$ cat src/rtl/ddr3_wb_width_bridge.sv
// Narrow (32-bit) to wide DDR3 Wishbone bridge with optional
// one-line read buffer, abort and error handling.
module ddr3_wb_width_bridge #(
  parameter int NUM_DQ_BITS = 8,
  parameter int LANES = 2,
  parameter int SERDES_RATIO = 4,
  parameter int ROW_BITS = 15,
  parameter int COL_BITS = 10,
  parameter int BA_BITS = 3,
  parameter int OPT_READ_BUFFER = 1,
  localparam int WIDE_DW = NUM_DQ_BITS * LANES * SERDES_RATIO * 2,
  localparam int WIDE_AW = ROW_BITS + COL_BITS + BA_BITS
                         - $clog2(SERDES_RATIO * 2),
  localparam int WPL = WIDE_DW / 32,
  localparam int IW = $clog2(WPL),
  localparam int NARROW_AW = WIDE_AW + IW,
  localparam int SW = WIDE_DW / 8
) (
  input  logic                 clk_i,
  input  logic                 rstn_i,
  input  logic                 wb_cyc_i,
  input  logic                 wb_stb_i,
  input  logic                 wb_we_i,
  input  logic [NARROW_AW-1:0] wb_adr_i,
  input  logic [31:0]          wb_dat_i,
  input  logic [3:0]           wb_sel_i,
  output logic                 wb_stall_o,
  output logic                 wb_ack_o,
  output logic                 wb_err_o,
  output logic [31:0]          wb_dat_o,
  output logic                 ddr_cyc_o,
  output logic                 ddr_stb_o,
  output logic                 ddr_we_o,
  output logic [WIDE_AW-1:0]   ddr_adr_o,
  output logic [WIDE_DW-1:0]   ddr_dat_o,
  output logic [SW-1:0]        ddr_sel_o,
  input  logic                 ddr_stall_i,
  input  logic                 ddr_ack_i,
  input  logic                 ddr_err_i,
  input  logic [WIDE_DW-1:0]   ddr_dat_i,
  input  logic                 inv_i
);

  localparam logic BUF_EN = (OPT_READ_BUFFER != 0);

  typedef enum logic [1:0] {
    IDLE, ISSUE, WAIT, RESP
  } state_t;

  state_t state, state_nx;

  logic               req_we;
  logic [WIDE_AW-1:0] req_line;
  logic [IW-1:0]      req_idx;
  logic [31:0]        req_dat;
  logic [3:0]         req_sel;
  logic               aborted;
  logic               failed;
  logic [WIDE_DW-1:0] line_q;
  logic [WIDE_AW-1:0] tag;
  logic               valid;

  logic               req;
  logic [WIDE_AW-1:0] adr_line;
  logic               hit;
  logic               buf_hit;
  logic [31:0]        word;

  assign req      = wb_cyc_i & wb_stb_i;
  assign adr_line = wb_adr_i[NARROW_AW-1:IW];
  assign hit      = BUF_EN & valid & ~wb_we_i
                  & (tag == adr_line);
  assign buf_hit  = valid & (tag == req_line);
  assign word     = line_q[32*int'(req_idx) +: 32];

  always_ff @(posedge clk_i or negedge rstn_i) begin
    if (!rstn_i) state <= IDLE;
    else         state <= state_nx;
  end

  always_comb begin
    state_nx = state;
    unique case (state)
      IDLE:  if (req) state_nx = hit ? RESP : ISSUE;
      ISSUE: begin
        if (!wb_cyc_i)        state_nx = IDLE;
        else if (!ddr_stall_i) state_nx = WAIT;
      end
      WAIT:  if (ddr_ack_i || ddr_err_i) state_nx = RESP;
      RESP:  state_nx = IDLE;
      default: state_nx = IDLE;
    endcase
  end

  always_comb begin
    wb_stall_o = (state != IDLE);
    wb_ack_o   = 1'b0;
    wb_err_o   = 1'b0;
    wb_dat_o   = '0;
    ddr_cyc_o  = 1'b0;
    ddr_stb_o  = 1'b0;
    ddr_we_o   = 1'b0;
    ddr_adr_o  = '0;
    ddr_dat_o  = '0;
    ddr_sel_o  = '0;
    unique case (state)
      ISSUE: begin
        ddr_cyc_o = wb_cyc_i;
        ddr_stb_o = wb_cyc_i;
        ddr_we_o  = wb_cyc_i & req_we;
        ddr_adr_o = req_line;
        if (req_we) begin
          ddr_dat_o = {WPL{req_dat}};
          ddr_sel_o = SW'(req_sel) << {req_idx, 2'b00};
        end else begin
          ddr_sel_o = '1;
        end
      end
      WAIT: ddr_cyc_o = 1'b1;
      RESP: begin
        wb_ack_o = ~aborted & ~failed;
        wb_err_o = ~aborted & failed;
        if (!aborted && !failed && !req_we) wb_dat_o = word;
      end
      default: ;
    endcase
  end

  always_ff @(posedge clk_i or negedge rstn_i) begin
    if (!rstn_i) begin
      req_we   <= 1'b0;
      req_line <= '0;
      req_idx  <= '0;
      req_dat  <= '0;
      req_sel  <= '0;
      aborted  <= 1'b0;
      failed   <= 1'b0;
      line_q   <= '0;
      tag      <= '0;
      valid    <= 1'b0;
    end else begin
      if (state == IDLE && req) begin
        req_we   <= wb_we_i;
        req_line <= adr_line;
        req_idx  <= wb_adr_i[IW-1:0];
        req_dat  <= wb_dat_i;
        req_sel  <= wb_sel_i;
        aborted  <= 1'b0;
        failed   <= 1'b0;
      end
      if (state == WAIT && !wb_cyc_i) aborted <= 1'b1;
      if (state == WAIT && ddr_ack_i) begin
        if (!req_we) begin
          line_q <= ddr_dat_i;
          tag    <= req_line;
          valid  <= BUF_EN;
        end else if (buf_hit) begin
          for (int b = 0; b < 4; b++)
            if (req_sel[b])
              line_q[32*int'(req_idx) + 8*b +: 8] <= req_dat[8*b +: 8];
        end
      end else if (state == WAIT && ddr_err_i) begin
        failed <= 1'b1;
        valid  <= 1'b0;
      end
      // invalidate last so a coincident fill still ends invalid
      if (inv_i || !BUF_EN) valid <= 1'b0;
    end
  end

endmodule

$ cat config.mk
export PLATFORM = sky130hd
export DESIGN_NAME = ddr3_wb_width_bridge
export DESIGN_NICKNAME = d
export VERILOG_FILES = /design/src/rtl/ddr3_wb_width_bridge.sv
export SDC_FILE = /design/constraint.sdc
export NUM_CORES = 1
export LEC_CHECK = 0
export BUFFER_PORTS_ARGS = -buffer_cell sky130_fd_sc_hd__buf_2
export CELL_PAD_IN_SITES_DETAIL_PLACEMENT = 1
export CELL_PAD_IN_SITES_GLOBAL_PLACEMENT = 1
export CORE_MARGIN = 8
export CORE_UTILIZATION = 35
export DETAILED_ROUTE_END_ITERATION = 6
export GPL_ROUTABILITY_DRIVEN = 0
export GPL_TIMING_DRIVEN = 0
export PLACE_DENSITY = 0.77
export SLEW_MARGIN = 20
export SYNTH_ARGS = -nofsm -noshare
export SYNTH_HDL_FRONTEND = slang
export SYNTH_SLANG_ARGS = --single-unit
$ cat constraint.sdc
create_clock -name clk_i -period 3.5 [get_ports clk_i]
set_clock_uncertainty 0.2 [all_clocks]
set_input_delay 0.35 -clock clk_i [delete_from_list [all_inputs] [get_ports clk_i]]
set_output_delay 0.35 -clock clk_i [all_outputs]
set_load 0.02 [all_outputs]
## Yosys cells after proc, flatten, opt, wreduce, memory -nomap -nowiden

Index checks and enable logic that the tools add are counted.

- Register bits after elaboration: 222
- Bits in latches: 0
- Bits in writable memories: 0
- Bits in read-only memories: 0
- Input port bits: 200
- Output and inout bits: 207
- Word-level logic and storage cells: 114
- Memories: 0

- $add $sub $neg: 7
- Multiply operators: 0
- Divide/modulo/power cells: 0
- Order comparisons: 0
- Equal/unequal tests: 10
- Shift operators: 10
- Multiplexer cells: 46
- Bitwise logic cells: 11
- Reductions and logical operators: 19

Operator list:

| cell | count |
|---|---|
| $mux 128 | 17 |
| $bwmux 128 | 4 |
| $shift 8x33->128 const A | 4 |
| $shiftx 8x33->128 | 4 |
| $shiftx 128x8->32 | 1 |
| $neg 8->33 | 3 |
| $mux 32 | 2 |
| $eq 25x25->1 | 2 |
| $neg 7->33 | 1 |
| $mux 16 | 2 |
| $mux 25 | 1 |
| $add 7x5->8 const B | 2 |
| $shl 4x4->16 | 1 |
| $mux 1 | 13 |
| $mux 2 | 5 |
| $add 7x4->8 const B | 1 |
| $pmux 2 s4 | 1 |
| $and 1x1->1 | 7 |
| $logic_and 1x1->1 | 6 |
| $ne 3x3->1 const B | 2 |
| $reduce_and 2->1 | 3 |
| $eq 2x2->1 const B | 2 |
| $logic_not 1->1 | 4 |
| $ne 2x2->1 const B | 2 |
| 9 further kinds | 13 |

## Logic depth before layout (Yosys ltp)

- Depth after elaboration: 21
- Depth in mapped cells: 9
- Gate-level depth less buffers: 7

## Worst setup path before layout

OpenSTA, ideal clock, no wires.

- Path type: flip-flop to output port
- Start: register req_idx[0]
- End: output port wb_dat_o[18]
- Arrival time: 1.957 ns
- Data required time: 2.950 ns
- Setup slack: 0.993 ns
- Stages on the path, launching flop included: 6
- Path buffers: 3
- Cells stage by stage: dfrtp_1 -> clkbuf_1 -> buf_2 -> buf_2 -> mux4_2 -> and3_1

- Word-level cells in the longest chain between the ends: 3

Ends and longest elaborated chain:

| item | RTL line | source |
|---|---|---|
| start, declared | 54 | `logic [IW-1:0] req_idx;` |
| start signal, assigned | 145 | `req_idx <= wb_adr_i[IW-1:0];` |
| $shiftx 128x8->32 | 74 | `assign word = line_q[32*int'(req_idx) +: 32];` |
| $mux 32 | 123 | `if (!aborted && !failed && !req_we) wb_dat_o = word;` |
| $mux 32 | 106 | `unique case (state)` |
| end, declared | 30 | `output logic [31:0] wb_dat_o,` |

Every way passes these cells.

## Worst setup path after layout

- Start: register state[1]
- End: output port ddr_sel_o[14]

- Word-level cells in the longest chain between the ends: 2

Ends and longest elaborated chain:

| item | RTL line | source |
|---|---|---|
| start, declared | 50 | `state_t state, state_nx;` |
| start signal, assigned | 78 | `else state <= state_nx;` |
| $eq 2x1->1 | 106 |  |
| $mux 16 | 106 |  |
| end, declared | 36 | `output logic [SW-1:0] ddr_sel_o,` |

Every way passes these cells.

==> results.md <==
- Status: finished clean
- Ys flop type: dfrtp_1
- # rows: 71
- Pint: 8.65 mW
- Logic pwr share: around half
- Seq pwr share: a little under a third
- Finish-stage setup viols: 0
- Final min period: ~3.3 ns
- Final #Nets: approximately 1900
- Post-Synthesis Cells: 1081
- Most frequent cells in the layout: buf_2, dfrtp_1, mux2_2, dlygate4sd3_1, a22o_1
- Final HPWL DP: between 30 and 40 mm
- DRT met1 WL: approximately 22 mm
- Dpl ws: about 0.048 ns
- CTS tree: built
- Initial DRC count: between 500 and 600
- Initial antenna violation count: 5
- Synth warnings: 0
- Fin cells: roughly 2200
- Wire length per cell: between 20 and 30 µm
- Wire length on met3: 3.48 mm
- Cell Pwr Density: 821 mW/mm²
- GRT Total Usage: around a quarter
- First-pass GRT wire length: roughly 85 mm
- Drt total wl: 56.5 mm
- Async set-reset flop share out of synthesis: between 90% and 100%
- Arr. time, crit path: around 2.8 ns
- Slew margin rel.: 37.8%
- Final WS setup: between 0.15 and 0.2 ns
- # placed instances: 1964
- Switching share of power: between 40% and 50%
- Fillers: 4053
- Register bit total from synthesis: roughly 220
- Reg2reg setup slack: around 0.40 ns
- Area grow syn2layout: 40.4%
- Distinct cells, synth: 37
- Hold Path Class: in -> reg
- Dpl cell area: roughly 0.016 mm²
- CP Class: reg -> out
- Vias per cell: 5.38
- Final hold vios: 0
- Final Max Slew Viols: 0
- Reg2reg end: failed$_DFF_PN0_
- Net count after synthesis: around 1300
- Largest net degree at the start of global routing: 93
- Max Used Layer: met5
- Post-Syn Area: roughly 0.013 mm²
- CTS root buf: clkbuf_16
- Worst Reg2Reg Path Length in Cells: 8
- RSZ-0062 raised after global routing: false
- Total power: around 15 mW
- Clock-pin slew on the worst setup and hold paths: approximately 0.060 ns
- VDD IR-drop max: slightly below 0.5 mV
- CP Launch Type: flop
- I/O pin count: around 410
- Initial Util: approximately a third
- Most common cell after layout, fill and taps aside: buf_2
- Psw: 6.43 mW
- Worst-path fanout max: 10
- Post-route DRC: 0
- Clock Sink Count: between 200 and 250
- Sequential area share after synthesis: 42.5%
- Tightest Pin Transition: approximately 0.93 ns
- EDFF count, synth: 0
- Total CTS buffers: 27
- CTS H-tree depth: 1
- Final instance area: 0.0184 mm²
- Worst hold start: ddr_dat_i[95]
- Postcts setup bufs: 0
- Upper clock frequency limit: 300 MHz
- Vias in the first global route: between 10000 and 15000
- Clock power frac: between 15 and 20%
- Buffers added on ports: about 410
- Max-Cap Viols: 0
- FF-to-FF Start: state[0]$_DFFE_PN0P_
- Crit end category: output pin
- Die Ht: between 200 and 250 µm
- Period utilization: 95.2%
- Hold path endpoint: line_q[95]$_DFFE_PN0P_
- CP Data Required Time: around 3.0 ns
- Syn_area_per_cell: between 10 and 15 µm²
- Vias: between 10000 and 15000
- Die X: 209 µm
- Core area: 0.0372 mm²
- LEAKAGE: just over 9 nW
- Metal2 WL: 29.2 mm
- Min-Delay Path Depth: 3
- Clk_lat worst skew: roughly 0.54 ns
- CTS max path bufs: 3
- Die Area: about 0.044 mm²
- Share of layout cells above drive strength 1: between 40% and 50%
- DRT antenna net count: 0
- Drt first pass iters: 5
- Gr ovfl total: 0
## power by group through the flow
| stage | clock, mW | combinational (mW) | sequential, mW |
|---|---|---|---|
| 3_5_place_dp | 0 | 7.42 | 4.66 |
| 3_3_place_gp | 0 | 7.19 | 4.55 |
| 2_1_floorplan | 0 | 5.09 | 4.28 |
| 5_1_grt | 2.87 | 8.17 | 4.80 |
| 4_1_cts | 2.78 | 7.63 | 4.62 |
| 6_report | 2.73 | 7.68 | 4.68 |
## layout make-up
type	instances	area, µm²	share of cell area, %
Buffer	172	1090	5.93
Timing Repair Buffer	580	3810	20.8
Tap cell	474	593	3.23
Clock buffer	40	805	4.38
Inverter	8	30.0	0.163
Sequential cell	222	5560	30.2
Clock inverter	8	51.3	0.279
Multi-Input combinational cell	678	6430	35.0
Antenna cell	3	7.51	0.0409
## logic make-up after synthesis
family / share of synthesized area (%)
XOR/XNOR: 3.35
multiplexers: 24.3
buffers and inverters: 8.51
adder cells (fa/ha/maj): 0.765
flip-flops: 42.5
AO/OA/AOI/OAI: 12.5
AND/OR/NAND/NOR: 8.18
## flip-flops by register name, summed over array words and instances (netlist names)
signal	cells
line_q	128
valid	1
aborted	1
req_dat	32
tag	25
failed	1
req_we	1
req_idx	2
state	2
req_sel	4
req_line	25
## Yosys cell counts (5+ instances only)
cell,count,area share (%)
nand3_1,7,0.27
buf_1,5,0.14
a21boi_0,7,0.40
o21ai_0,5,0.19
ha_1,8,0.76
xor2_1,25,1.7
buf_4,100,5.7
clkbuf_2,8,0.31
nor4_1,7,0.33
nor2_1,13,0.37
inv_1,7,0.20
a22o_1,128,8.6
clkbuf_1,40,1.1
mux4_2,32,5.5
a31oi_2,6,0.57
nand2_1,27,0.77
nand4_1,8,0.38
xnor2_1,25,1.7
buf_2,16,0.61
a21oi_1,26,0.99
and3_1,67,3.2
dfrtp_1,222,42
nor2b_1,11,0.53
and2_1,38,1.8
a31oi_4,10,1.6
mux2_2,218,19
## worst max-delay path, stage by stage (launching register included)
cell and delay [ns]:
dfrtp_1 0.41, inv_1 0.10, ha_1 0.18, clkbuf_2 0.47
clkbuf_1 0.34, a21boi_0 0.48, buf_2 0.26
## through the flow
stage	util (%)	hold WS (ns)	TNS [ns]
final	49.4	0.00258	0
after global routing	49.4	0.00214	0
after CTS	49.3	0.000253	0
after detailed placement	42.4	0.136	0
after global placement	42.2	0.254	-494.00
after floorplan	-	-0.146	0
## metal layers
| metal | global-route usage, % | vias to the layer above |
|---|---|---|
| li1 | - | 5110 |
| met1 | 29.4 | 6068 |
| met2 | 44.9 | 462 |
| met3 | 4.83 | 122 |
| met4 | 9.31 | 2 |
| met5 | 0 | - |
## worst max path at each step
stage | slack (ns) | endpoint | depth (start not counted) | from
after floorplan | 0.99 | wb_dat_o[18] | 5 | req_idx[0]$_DFFE_PN0P_
after global placement | -2.26 | req_dat[21]$_DFFE_PN0P_ | 1 | rstn_i
after detailed placement | 0.05 | ddr_dat_o[49] | 7 | state[1]$_DFFE_PN0P_
after CTS | 0.04 | ddr_dat_o[88] | 7 | state[1]$_DFFE_PN0P_
after global routing | 0.04 | wb_dat_o[24] | 6 | req_idx[0]$_DFFE_PN0P_
final | 0.17 | ddr_sel_o[14] | 6 | state[1]$_DFFE_PN0P_
## repair_timing
action,CTS,global route
pin swaps,0,0
hold endpoints to repair,225,0
resized for setup,5,3
hold buffers,171,0
cloned,0,0
endpoints found under the setup margin,111,18
Power figures use the tool's default switching activity.
